--- src/rtl/rpsc_pkg.sv ---
// Shared types and defaults for the RPSC permit/interlock sequencer.
package rpsc_pkg;

    typedef enum logic [2:0] {
        IDLE    = 3'd0,
        QUALIFY = 3'd1,
        WARMUP  = 3'd2,
        RUN     = 3'd3,
        TRIP    = 3'd4
    } rpsc_state_t;

    localparam int unsigned RPSC_N_FLT_DEF   = 7;
    localparam int unsigned RPSC_T_PERM_DEF  = 4;
    localparam int unsigned RPSC_T_DELAY_DEF = 16;

    // Timer width able to hold the larger of the two programmed delays.
    function automatic int unsigned rpsc_cnt_w(input int unsigned a, input int unsigned b);
        int unsigned m;
        m = (a > b) ? a : b;
        return $clog2(m + 1);
    endfunction

endpackage

--- src/rtl/rpsc_interlock_seq_if.sv ---
// Front-panel/status inputs and PS drive/status outputs of one sequencer instance.
interface rpsc_interlock_seq_if
    import rpsc_pkg::*;
#(
    parameter int unsigned N_FLT = RPSC_N_FLT_DEF
);
    logic [N_FLT-1:0] flt_i;
    logic [N_FLT-1:0] flt_mask;
    logic             not_g1_ok_i;
    logic             fan_on_i;
    logic             ps_req_i;
    logic             ack_i;
    logic             i_high_i;
    logic             u_low_i;

    logic             not_alarm_o;
    logic             perm_n_o;
    logic             ps_on_n_o;
    logic             delay_done_o;
    logic             not_ok_o;
    logic             i_high_n_o;
    logic             u_low_n_o;
    logic [N_FLT-1:0] first_fault_o;
    logic [2:0]       state_o;

    modport master (
        output flt_i, flt_mask, not_g1_ok_i, fan_on_i, ps_req_i, ack_i, i_high_i, u_low_i,
        input  not_alarm_o, perm_n_o, ps_on_n_o, delay_done_o, not_ok_o,
               i_high_n_o, u_low_n_o, first_fault_o, state_o
    );

    modport slave (
        input  flt_i, flt_mask, not_g1_ok_i, fan_on_i, ps_req_i, ack_i, i_high_i, u_low_i,
        output not_alarm_o, perm_n_o, ps_on_n_o, delay_done_o, not_ok_o,
               i_high_n_o, u_low_n_o, first_fault_o, state_o
    );
endinterface

--- src/rtl/rpsc_fault_latch.sv ---
// Fault latch with first-trip snapshot; snapshot survives the acknowledge.
module rpsc_fault_latch
    import rpsc_pkg::*;
#(
    parameter int unsigned N_FLT = RPSC_N_FLT_DEF
) (
    input  logic             clk,
    input  logic             reset,
    input  logic             set,
    input  logic             clr,
    input  logic [N_FLT-1:0] act_flt,
    output logic             latched,
    output logic [N_FLT-1:0] first_fault
);

    always_ff @(posedge clk) begin
        if (reset) begin
            latched     <= 1'b0;
            first_fault <= '0;
        end else if (set && !latched) begin
            latched     <= 1'b1;
            first_fault <= act_flt;
        end else if (clr) begin
            latched     <= 1'b0;
        end
    end

endmodule

--- src/rtl/rpsc_interlock_seq.sv ---
// Per-supply start sequencer: qualify request, time warm-up, declare RUN, latch faults.
module rpsc_interlock_seq
    import rpsc_pkg::*;
#(
    parameter int unsigned N_FLT   = RPSC_N_FLT_DEF,
    parameter int unsigned T_PERM  = RPSC_T_PERM_DEF,
    parameter int unsigned T_DELAY = RPSC_T_DELAY_DEF,
    parameter int unsigned CNT_W   = rpsc_cnt_w(T_PERM, T_DELAY)
) (
    input  logic                  clk,
    input  logic                  reset,
    rpsc_interlock_seq_if.slave   bus
);

    rpsc_state_t      state_q, state_d;
    logic [CNT_W-1:0] timer_q, timer_d;

    logic [N_FLT-1:0] act_flt_c;
    logic             any_flt_c;
    logic             permit_c;
    logic             stage_on_d_c;
    logic             latch_set_c;
    logic             latch_clr_c;

    logic             latched;
    logic [N_FLT-1:0] first_fault;

    logic perm_n_q, ps_on_n_q, delay_done_q, not_ok_q, i_high_n_q, u_low_n_q;

    assign act_flt_c = bus.flt_i & ~bus.flt_mask;
    assign any_flt_c = |act_flt_c;
    assign permit_c  = !any_flt_c && !latched && !bus.not_g1_ok_i && !bus.fan_on_i;

    // State register and shared delay timer.
    always_ff @(posedge clk) begin
        if (reset) begin
            state_q <= IDLE;
            timer_q <= '0;
        end else begin
            state_q <= state_d;
            timer_q <= timer_d;
        end
    end

    // Next state: fault beats interlock/request loss, which beats timer expiry.
    always_comb begin
        state_d = state_q;
        timer_d = '0;
        case (state_q)
            IDLE: begin
                if (any_flt_c)                    state_d = TRIP;
                else if (permit_c && bus.ps_req_i) state_d = QUALIFY;
            end
            QUALIFY: begin
                if (any_flt_c)                              state_d = TRIP;
                else if (!permit_c || !bus.ps_req_i)        state_d = IDLE;
                else if (timer_q == CNT_W'(T_PERM - 1))     state_d = WARMUP;
                else                                        timer_d = timer_q + CNT_W'(1);
            end
            WARMUP: begin
                if (any_flt_c)                              state_d = TRIP;
                else if (!permit_c || !bus.ps_req_i)        state_d = IDLE;
                else if (timer_q == CNT_W'(T_DELAY - 1))    state_d = RUN;
                else                                        timer_d = timer_q + CNT_W'(1);
            end
            RUN: begin
                if (any_flt_c)                              state_d = TRIP;
                else if (!permit_c || !bus.ps_req_i)        state_d = IDLE;
            end
            TRIP: begin
                if (bus.ack_i && !any_flt_c)                state_d = IDLE;
            end
            default: state_d = IDLE;
        endcase
    end

    assign latch_set_c  = (state_d == TRIP) && (state_q != TRIP);
    assign latch_clr_c  = (state_q == TRIP) && (state_d == IDLE);
    assign stage_on_d_c = (state_d == WARMUP) || (state_d == RUN);

    rpsc_fault_latch #(.N_FLT(N_FLT)) u_fault_latch (
        .clk         (clk),
        .reset       (reset),
        .set         (latch_set_c),
        .clr         (latch_clr_c),
        .act_flt     (act_flt_c),
        .latched     (latched),
        .first_fault (first_fault)
    );

    // Output registers decoded from the state being entered.
    always_ff @(posedge clk) begin
        if (reset) begin
            perm_n_q     <= 1'b1;
            ps_on_n_q    <= 1'b1;
            delay_done_q <= 1'b0;
            not_ok_q     <= 1'b1;
            i_high_n_q   <= 1'b1;
            u_low_n_q    <= 1'b1;
        end else begin
            perm_n_q     <= !permit_c;
            ps_on_n_q    <= !stage_on_d_c;
            delay_done_q <= (state_d == RUN);
            not_ok_q     <= (state_d != RUN);
            i_high_n_q   <= !(stage_on_d_c && bus.i_high_i);
            u_low_n_q    <= !(stage_on_d_c && bus.u_low_i);
        end
    end

    assign bus.not_alarm_o   = !latched;
    assign bus.perm_n_o      = perm_n_q;
    assign bus.ps_on_n_o     = ps_on_n_q;
    assign bus.delay_done_o  = delay_done_q;
    assign bus.not_ok_o      = not_ok_q;
    assign bus.i_high_n_o    = i_high_n_q;
    assign bus.u_low_n_o     = u_low_n_q;
    assign bus.first_fault_o = first_fault;
    assign bus.state_o       = state_q;

endmodule

--- src/flat_wrapper.sv ---
// flat-port wrapper written by rule: the top's interface ports become plain ports
module rpsc_interlock_seq_flat import rpsc_pkg::*;
#(
    parameter int unsigned N_FLT   = RPSC_N_FLT_DEF,
    parameter int unsigned T_PERM  = RPSC_T_PERM_DEF,
    parameter int unsigned T_DELAY = RPSC_T_DELAY_DEF,
    parameter int unsigned CNT_W   = rpsc_cnt_w(T_PERM, T_DELAY)
)
  (clk, reset, bus_flt_i, bus_flt_mask, bus_not_g1_ok_i, bus_fan_on_i, bus_ps_req_i, bus_ack_i, bus_i_high_i, bus_u_low_i, bus_not_alarm_o, bus_perm_n_o, bus_ps_on_n_o, bus_delay_done_o, bus_not_ok_o, bus_i_high_n_o, bus_u_low_n_o, bus_first_fault_o, bus_state_o);
  rpsc_interlock_seq_if #(.N_FLT(N_FLT)) bus_i ();
  input  logic clk;
  input  logic reset;
  input wire logic [$bits(bus_i.flt_i)-1:0] bus_flt_i;
  input wire logic [$bits(bus_i.flt_mask)-1:0] bus_flt_mask;
  input wire logic [$bits(bus_i.not_g1_ok_i)-1:0] bus_not_g1_ok_i;
  input wire logic [$bits(bus_i.fan_on_i)-1:0] bus_fan_on_i;
  input wire logic [$bits(bus_i.ps_req_i)-1:0] bus_ps_req_i;
  input wire logic [$bits(bus_i.ack_i)-1:0] bus_ack_i;
  input wire logic [$bits(bus_i.i_high_i)-1:0] bus_i_high_i;
  input wire logic [$bits(bus_i.u_low_i)-1:0] bus_u_low_i;
  output wire logic [$bits(bus_i.not_alarm_o)-1:0] bus_not_alarm_o;
  output wire logic [$bits(bus_i.perm_n_o)-1:0] bus_perm_n_o;
  output wire logic [$bits(bus_i.ps_on_n_o)-1:0] bus_ps_on_n_o;
  output wire logic [$bits(bus_i.delay_done_o)-1:0] bus_delay_done_o;
  output wire logic [$bits(bus_i.not_ok_o)-1:0] bus_not_ok_o;
  output wire logic [$bits(bus_i.i_high_n_o)-1:0] bus_i_high_n_o;
  output wire logic [$bits(bus_i.u_low_n_o)-1:0] bus_u_low_n_o;
  output wire logic [$bits(bus_i.first_fault_o)-1:0] bus_first_fault_o;
  output wire logic [$bits(bus_i.state_o)-1:0] bus_state_o;
  assign bus_i.flt_i = bus_flt_i;
  assign bus_i.flt_mask = bus_flt_mask;
  assign bus_i.not_g1_ok_i = bus_not_g1_ok_i;
  assign bus_i.fan_on_i = bus_fan_on_i;
  assign bus_i.ps_req_i = bus_ps_req_i;
  assign bus_i.ack_i = bus_ack_i;
  assign bus_i.i_high_i = bus_i_high_i;
  assign bus_i.u_low_i = bus_u_low_i;
  assign bus_not_alarm_o = bus_i.not_alarm_o;
  assign bus_perm_n_o = bus_i.perm_n_o;
  assign bus_ps_on_n_o = bus_i.ps_on_n_o;
  assign bus_delay_done_o = bus_i.delay_done_o;
  assign bus_not_ok_o = bus_i.not_ok_o;
  assign bus_i_high_n_o = bus_i.i_high_n_o;
  assign bus_u_low_n_o = bus_i.u_low_n_o;
  assign bus_first_fault_o = bus_i.first_fault_o;
  assign bus_state_o = bus_i.state_o;
  rpsc_interlock_seq #(.N_FLT(N_FLT), .T_PERM(T_PERM), .T_DELAY(T_DELAY), .CNT_W(CNT_W)) u_core (.clk(clk), .reset(reset), .bus(bus_i));
endmodule
--- config.mk ---
export PLATFORM = sky130hd
export DESIGN_NAME = rpsc_interlock_seq_flat
export DESIGN_NICKNAME = d
export VERILOG_FILES = /design/src/rtl/rpsc_pkg.sv /design/src/rtl/rpsc_interlock_seq_if.sv /design/src/rtl/rpsc_fault_latch.sv /design/src/rtl/rpsc_interlock_seq.sv /design/src/flat_wrapper.sv
export SDC_FILE = /design/constraint.sdc
export NUM_CORES = 1
export LEC_CHECK = 0
export CORE_MARGIN = 5
export CORE_UTILIZATION = 37
export CTS_CLUSTER_SIZE = 16
export DETAILED_ROUTE_END_ITERATION = 8
export MAX_ROUTING_LAYER = met4
export PLACE_DENSITY_LB_ADDON = 0.08
export RECOVER_POWER = 50
export SETUP_SLACK_MARGIN = 0.2
export SLEW_MARGIN = 30
export SYNTH_ARGS = -nofsm -noshare
export SYNTH_HDL_FRONTEND = slang
export SYNTH_SLANG_ARGS = --single-unit
--- constraint.sdc ---
create_clock -name clk -period 1.5 [get_ports clk]
set_input_delay 0.3 -clock clk [delete_from_list [all_inputs] [get_ports clk]]
set_output_delay 0.3 -clock clk [all_outputs]
set_load 0.01 [all_outputs]
Yosys cells after proc, flatten, opt, wreduce, memory -nomap -nowiden --
Cells that the tools add are included.
Word-level totals: register bits 22, latch bits 0, memory bits (writable) 0, bits in read-only memories 0, input bits 22, output and inout bits 17, word-level logic and storage cells 70, memories 0
Cells by class: $add $sub $neg 1, multipliers 0, div/mod/pow operators 0, $lt $le $gt $ge 0, equality and inequality tests 11, shift-type cells 0, multiplexer cells 21, bitwise logic cells 2, reduce and logical (&&, ||, !) cells 25
Operators with widths (count):
- $mux W3 | 11
- $mux W5 | 6
- $pmux W3 S5 | 1
- $eq A3 B2 Y1 const B | 4
- $logic_and A1 B1 Y1 | 10
- $pmux W5 S2 | 1
- $logic_not A1 Y1 | 9
- $and A7 B7 Y7 | 1
- $not A7 Y7 | 1
- $reduce_or A7 Y1 | 1
- $eq A3 B3 Y1 const B | 2
- $logic_not A3 Y1 | 2
- $add A5 B1 Y5 const B | 1
- $eq A5 B2 Y1 const B | 1
- $eq A5 B4 Y1 const B | 1
- $eq A3 B1 Y1 const B | 1
- $ne A3 B2 Y1 const B | 1
- $ne A3 B3 Y1 const B | 1
- $logic_or A1 B1 Y1 | 2
- $mux W1 | 2
- $reduce_bool A2 Y1 | 1

Depth between registers and ports, before layout --
Gate-level depths: netlist of run 1.
depth in word-level cells 16, mapped depth 8, depth with buffers taken out 8

Modules after synthesis --
A second synthesis of run 1 with hierarchy kept.
Unflattened totals: cells, all modules 102, area, all modules 1043.5 um^2
Modules (own cells, without submodules):
- rpsc_interlock_seq | instances 1, cells an instance 69, area an instance 690.7 um^2, sequential area each 280.3 um^2
- rpsc_fault_latch | instances 1, cells an instance 33, area an instance 352.8 um^2, sequential area each 160.2 um^2

Worst setup path after synthesis of run 1 --
OpenSTA, ideal clock, no wires.
path type register to register, start point register u_core.timer_q[0], end point register u_core.timer_q[1], setup time 0.060 ns, data arrival time 1.530 ns, required time 1.440 ns, setup slack -0.090 ns, stages on the path, launching flop included 6, buffers on the path 0, period minus slack after synthesis 1.590 ns, path through dfxtp_1 -> ha_1 -> nor4b_1 -> or3b_2 -> and2_1 -> and3b_1
On the way: longest elaborated chain between the ends 5, elaborated cells between the ends (all ways) 10, those cells by class add/sub (1); eq/ne (2); mux (7)
Ends and longest elaborated chain:
- from (decl) | RTL line rpsc_interlock_seq.sv:16 | logic [CNT_W-1:0] timer_q, timer_d;
- from (signal assigned) | RTL line rpsc_interlock_seq.sv:41 | timer_q <= timer_d;
- $add A5 B1 Y5, or another cell as far along | RTL line rpsc_interlock_seq.sv:58, rpsc_interlock_seq.sv:64
- $mux W5, on equally long branches | RTL line rpsc_interlock_seq.sv:63, rpsc_interlock_seq.sv:57
- $mux W5, on equally long branches | RTL line rpsc_interlock_seq.sv:62, rpsc_interlock_seq.sv:56
- $mux W5, on equally long branches | RTL line rpsc_interlock_seq.sv:61, rpsc_interlock_seq.sv:55
- $pmux W5 S2 * | RTL line rpsc_interlock_seq.sv:49 | case (state_q)
Every way passes the cells marked *; elsewhere a longest branch is shown, timed or not. A chain may end at the register's enable or synchronous reset.

Worst setup path after layout of run 1 --
start point register u_core.timer_q[1], end point register u_core.timer_q[1]
Same word-level chain as after synthesis.

==> results.md, run 1 <==
* Min Tclk post-route at 1.47 ns
* CP max FO at 4
* Asr flop ratio synth at 0
* Initial antenna violation count at 0
* H-tree depth at 1
* DRT iter0 DRCs at 6
* VDD IR-drop max at 0.478 mV
* Maximum number of pins on one net before global-route repair at 13
* Synth Register Bits at 22
* PwrDens at 686 mW/mm2
* I/O Pins at 39
* GRT Overall Usage at 0.141
* Final Hold Fails at 0
* R2R depth at 5
* Met3 wire length at 125 um
* Slew margin rel. at 0.680
* DIE WIDTH at 60.1 um
* Layout cells sized above 1 at 0.450
* Worst Hold Depth at 3
* Max-slew violations at 0
* Layout area overhead at 79.8%
* Largest area contributor in the netlist: dfxtp_1
* Outcome: finished clean
* RSZ-0062 raised after global routing: true
* Sum Neg Setup Slack at 0 ns
* Worst min-delay path class: in -> reg
* Synthesis Warnings at 0
* Wire per inst at 13.2 um
* Die Y at 60.1 um
* Fill count at 194
* Met2 wire length at 1210 um
* First-pass GRT wire length at 3770 um
* Synth Cell Area at 930 um2
* CP top delay family: simple AND/OR/NAND/NOR gates
* Share of the synthesized area in the top cell type at 0.474
* Ys flop type: dfxtp_1
* Yosys cell types at 31
* Crit end category: flop
* CTS Buf Count at 3
* Final worst slack at 0.0288 ns
* Worst-path clk slew at 0.12 ns
* Clk_skew at 0.00413 ns
* Dpl ws at -0.549 ns
* Total Wirelength at 2390 um
* Syn_nets at 110
* Max Used Layer: met4
* HPWL after DPL at 1660 um
* Grt ovf at 0
* Final Power at 1.15 mW
* Critical path buffer and inverter count at 0
* Drt drc at 0
* Clk_lat worst skew at 0.30 ns
* Commonest cells after routing, fill and taps aside: dlygate4sd2_1 (21), dfxtp_1 (17), buf_4 (14)
* CTS Sinks at 22
* Cell Chain, Critical Path: ha_4 -> nor4b_4 -> or3b_4 -> and2_4 -> and3b_1
* Post-DR vias/cell at 4.71
* Antenna viol nets, final at 0
* CTS Root Cell: clkbuf_4
* NumNets Final at 177
* Post-synth EDFFs at 0
* Core Footprint at 0.00243 mm2
* Ant. Diodes at 0
* Drt pass-1 iters at 4
* Fmax at 680 MHz
* CP max stage cell: or3b_4
* Vias in the first global route at 866
* Max-cap viol count at 0
* Startpoint Class: flop
* Crit path depth at 5
* Sequential share of the synthesized area at 0.474
* Post-Route M1 WL at 1040 um
* Final worst-path cycle share at 0.981
* Worst-margin pin slew at 0.477 ns
* Mean Syn Cell Area at 10.9 um2
* Max clock buf depth at 2
* DIE AREA at 0.00362 mm2
* Row count at 18
* Gp weighted congestion at 0.752
* Critical path required time at 1.75 ns
* Crit path kind: reg -> reg
* Syn Inst Count at 85
* Most common cell after layout, fill and taps aside: dlygate4sd2_1
* Final Setup Violations at 0
* P_leak at 0.733 nW
* Worst Path Arrival at 1.72 ns
* CTS tree: built
* Initial Util at 0.382
* Synth top area cells: dfxtp_1 (47%), a32o_1 (7.5%), ha_1 (4.0%), nor2b_1 (4.0%), nor3b_2 (4.0%)
* Vias after detailed routing at 853
* Port bufs at 38
* Max incr delay on CP at 0.38 ns
## logic make-up after synthesis
group,after synthesis,synth area share
flops,22,0.474
xor+xnor,2,0.0188
simple gates,40,0.315
buf+inv,5,0.0202
compound gates,13,0.132
fa+ha+maj,3,0.0404
## report_power, final
group | switching [mW] | leakage [nW] | internal [mW]
Clock | 0.170 | 0.0210 | 0.148
Sequential | 0.00962 | 0.182 | 0.595
Combinational | 0.0913 | 0.530 | 0.132
## flip-flops by register name, indices dropped and copies added (netlist names)
signal / count
u_core.u_fault_latch.latched: 1
u_core.bus.ps_on_n_o: 1
u_core.u_fault_latch.first_fault: 7
u_core.bus.u_low_n_o: 1
u_core.bus.not_ok_o: 1
u_core.bus.delay_done_o: 1
u_core.bus.perm_n_o: 1
u_core.bus.state_o: 3
u_core.bus.i_high_n_o: 1
u_core.timer_q: 5
## worst paths after layout
kind	from	endpoint	slack [ns]
worst max-delay path	u_core.timer_q[1]	u_core.timer_q[1]	0.03
worst min-delay path	bus_flt_i[1]	u_core.u_fault_latch.first_fault[1]	0.35
worst max register to register	u_core.timer_q[1]	u_core.timer_q[1]	0.03
worst min register to register	u_core.u_fault_latch.first_fault[2]	u_core.u_fault_latch.first_fault[2]	0.51
## layer usage
metal / vias to the layer above / GRT usage
met5: - / -
met4: 0 / 0.0380
met3: 2 / 0.0302
met2: 21 / 0.238
met1: 389 / 0.167
li1: 441 / -
## layout make-up
| cell class | count | area, um2 | area share |
|---|---|---|---|
| Clock buffer | 4 | 36.3 | 0.0217 |
| Inverter | 5 | 18.8 | 0.0112 |
| Multi-Input combinational cell | 58 | 584 | 0.350 |
| Sequential cell | 22 | 454 | 0.272 |
| Tap cell | 30 | 37.5 | 0.0225 |
| Timing Repair Buffer | 62 | 541 | 0.323 |
## metrics by stage
step	util	instance area, um2	hold WS [ns]	cells
5_1_grt	0.687	1670	0.349	181
2_1_floorplan	-	947	0.362	85
6_report	0.687	1670	0.353	181
4_1_cts	0.675	1640	0.345	179
3_3_place_gp	0.595	1450	0.494	164
3_5_place_dp	0.595	1450	0.500	164
## Yosys cell counts (all sizes together) (2+ instances only)
| cell | n |
|---|---|
| ha | 3 |
| and2 | 2 |
| inv | 5 |
| dfxtp | 22 |
| a32o | 7 |
| a221oi | 2 |
| nand3 | 2 |
| and3b | 2 |
| nor4 | 2 |
| nor2b | 7 |
| nor2 | 4 |
| nand3b | 3 |
| nor3b | 3 |
| nor3 | 2 |
| nand2 | 6 |
## what timing repair did
action / in CTS / in global routing
endpoints found under the setup margin: 39 / 26
pin swaps: 18 / 16
setup buffers: 11 / 2
hold buffers: 0 / 0
gates resized for setup: 87 / 13
## worst reg2reg max path: stages (launching register included)
cell and delay (ns):
dfxtp_2 0.35, ha_4 0.16, nor4b_4 0.13, or3b_4 0.38, and2_4 0.19, and3b_1 0.20
(Power assumes the default switching activity.)
==> run 2, diff against run 1 <==
--- a/config.mk
+++ b/config.mk
@@ -6,9 +6,10 @@
 export NUM_CORES = 1
 export LEC_CHECK = 0
 export CORE_MARGIN = 5
-export CORE_UTILIZATION = 37
+export CORE_UTILIZATION = 47
 export CTS_CLUSTER_SIZE = 16
 export DETAILED_ROUTE_END_ITERATION = 8
+export DONT_BUFFER_PORTS = 1
 export MAX_ROUTING_LAYER = met4
 export PLACE_DENSITY_LB_ADDON = 0.08
 export RECOVER_POWER = 50
==> results.md, run 2 (synthesis results as in run 1) <==
* Outcome: finished clean
* Filler-free cell count of the finished design at 127 (-30%)
* Final Hold Fails at 0 (unchanged)
* Share of power burned in registers at 0.649 (+0.121)
* Die Y at 54.5 um (-9.4%)
* Setup crit end: u_core.timer_q[1]
* H-tree depth at 1 (unchanged)
* Max reg flops at 7 (unchanged)
* DRT iter0 DRCs at 13 (+7)
* Max clock buf depth at 2 (unchanged)
* Dpl ws at -0.0994 ns (+0.449 ns)
* CTS Root Cell: clkbuf_4
* Post-DR vias/cell at 5.52 (+17%)
* Startpoint Class: flop
* Clk network pwr share at 0.257 (-0.020)
* Clk_skew at 0.00385 ns (-0.000279 ns)
* Vias in the first global route at 673 (-22%)
* Layout area overhead at 24.5%
* Min Tclk post-route at 1.47 ns (+0.00192 ns)
* Crit path from: u_core.timer_q[0]
* Initial Util at 0.484 (+0.102)
* Drt pass-1 iters at 4 (unchanged)
* Top reg by flops: u_core.u_fault_latch.first_fault
* PwrDens at 824 mW/mm2 (+20%)
* RSZ-0062 raised after global routing: true
* Final Setup Violations at 0 (unchanged)
* Net switching power at 0.220 mW (-19%)
* VDD IR-drop max at 0.577 mV (+21%)
* Int Pwr at 0.734 mW (-16%)
* Clk_lat worst skew at 0.29 ns (about the same)
* Logic pwr share at 0.094 (-0.101)
* Layout cells sized above 1 at 0.390 (-0.0603)
* P_leak at 0.433 nW (-41%)
* NumNets Final at 127 (-28%)
* Worst min-delay path class: in -> reg
* Most common cell after layout, fill and taps aside: dfxtp_1
* Core Footprint at 0.00192 mm2 (-21%)
* Fill count at 168 (-13%)
* Ant. Diodes at 0 (unchanged)
* CP max FO at 4 (unchanged)
* Row count at 16 (-2)
* Reg-to-reg slack, setup at 0.03 ns (about the same)
* Worst-path clk slew at 0.11 ns (about the same)
* Final worst slack at 0.0268 ns (-0.00192 ns)
* Worst Path Arrival at 1.71 ns (about the same)
* CTS tree: built
* Reg2reg end: u_core.timer_q[1]
* DIE WIDTH at 54.5 um (-9.4%)
* Worst-margin pin slew at 0.453 ns (-0.0234 ns)
* Worst R2R Start: u_core.timer_q[0]
* Drt drc at 0 (unchanged)
* Fmax at 679 MHz (-0.13%)
* Antenna viol nets, final at 0 (unchanged)
* Crit path kind: reg -> reg
* Critical path required time at 1.73 ns (-0.02 ns)
* I/O Pins at 39 (unchanged)
* CTS Buf Count at 3 (unchanged)
* CTS Sinks at 22 (unchanged)
* Final Power at 0.954 mW (-17%)
* Crit end category: flop
* Maximum number of pins on one net before global-route repair at 12 (-1)
* Commonest cells after routing, fill and taps aside: dfxtp_1 (19), buf_4 (12), a32o_1 (7)
* # hold bufs at CTS at 0 (unchanged)
* Wire per inst at 14.2 um (+7.8%)
* Grt ovf at 0 (unchanged)
* GRT Overall Usage at 0.143 (+0.00268)
* Slew margin rel. at 0.696 (+0.0157)
* R2R depth at 5 (unchanged)
* DIE AREA at 0.00297 mm2 (-18%)
* Sw Ratio at 0.230 (-0.00564)
* Post-Place Cells at 119 (-27%)
* Total Wirelength at 1810 um (-24%)
* Port bufs at 0 (-100%)
* Max-cap viol count at 0 (unchanged)
* Gp weighted congestion at 0.716 (-4.7%)
* First-pass GRT wire length at 3020 um (-20%)
* Max-slew violations at 0 (unchanged)
* Vias after detailed routing at 701 (-18%)
* Sum Neg Setup Slack at 0 ns (unchanged)
* HPWL after DPL at 1380 um (-17%)
* Initial antenna violation count at 0 (unchanged)
* Final worst-path cycle share at 0.982 (+0.00128)
[run 2: cell types whose count changed in the layout (fill, tap and decap cells not counted), moves of 2 or more]
cell	delta
nor2b_1	+6
dfxtp_4	-3
dlygate4sd2_1	-21
buf_6	-10
clkbuf_2	-2
dfxtp_1	+2
buf_2	-4
buf_4	-2
nor2b_4	-6
clkdlybuf4s50_1	-4
clkdlybuf4s15_1	-4
[run 2: cell type report]
cell class,count,area (um2),area share
Inverter,5,18.8,0.0162
Timing Repair Buffer,12,90.1,0.0778
Clock buffer,3,22.5,0.0195
Multi-Input combinational cell,58,548,0.474
Sequential cell,22,444,0.384
Tap cell,27,33.8,0.0292
[run 2: stage by stage]
| stage | util | instance area [um2] | hold slack [ns] |
|---|---|---|---|
| 2_1_floorplan | - | 947 | 0.362 |
| 3_3_place_gp | 0.538 | 1030 | 0.363 |
| 3_5_place_dp | 0.538 | 1030 | 0.366 |
| 4_1_cts | 0.589 | 1130 | 0.0543 |
| 5_1_grt | 0.602 | 1160 | 0.0452 |
| 6_report | 0.602 | 1160 | 0.0655 |
[run 2: worst min path at each step]
| stage | from | endpoint | slack, ns | cells past startpoint |
|---|---|---|---|---|
| 6_report | reset | u_core.u_fault_latch.latched | 0.07 | 1 |
| 5_1_grt | reset | u_core.u_fault_latch.latched | 0.05 | 1 |
| 4_1_cts | reset | u_core.u_fault_latch.latched | 0.05 | 1 |
| 3_5_place_dp | bus_u_low_i | u_core.bus.u_low_n_o | 0.37 | 1 |
| 3_3_place_gp | bus_u_low_i | u_core.bus.u_low_n_o | 0.36 | 1 |
| 2_1_floorplan | bus_i_high_i | u_core.bus.i_high_n_o | 0.36 | 1 |
[run 2: power by group through the flow]
stage	clock (mW)	combinational [mW]	sequential, mW
after floorplan	0	0.0680	0.628
after global placement	0	0.0849	0.630
after detailed placement	0	0.0867	0.630
after CTS	0.258	0.0889	0.620
after global routing	0.292	0.0991	0.622
final	0.245	0.0896	0.619
[run 2: critical path, stage by stage (launching register included)]
cell and delay, ns:
dfxtp_2 0.35, ha_4 0.17, nor4b_4 0.13, or3b_4 0.38, and2_4 0.19, and3b_1 0.20
[run 2: what timing repair did]
action | 4_1_cts | 5_1_grt
setup endpoints to repair | 19 | 12
pin swaps | 10 | 7
resized for setup | 11 | 4
buffers inserted | 3 | 2
[run 2: per-layer routing]
layer / GRT usage / wire, um / vias up
met3: 0.0409 / 163 / 2
li1: - / - / 342
met2: 0.213 / 811 / 27
met5: - / 0 / -
met4: 0.0373 / 9 / 0
met1: 0.190 / 823 / 330
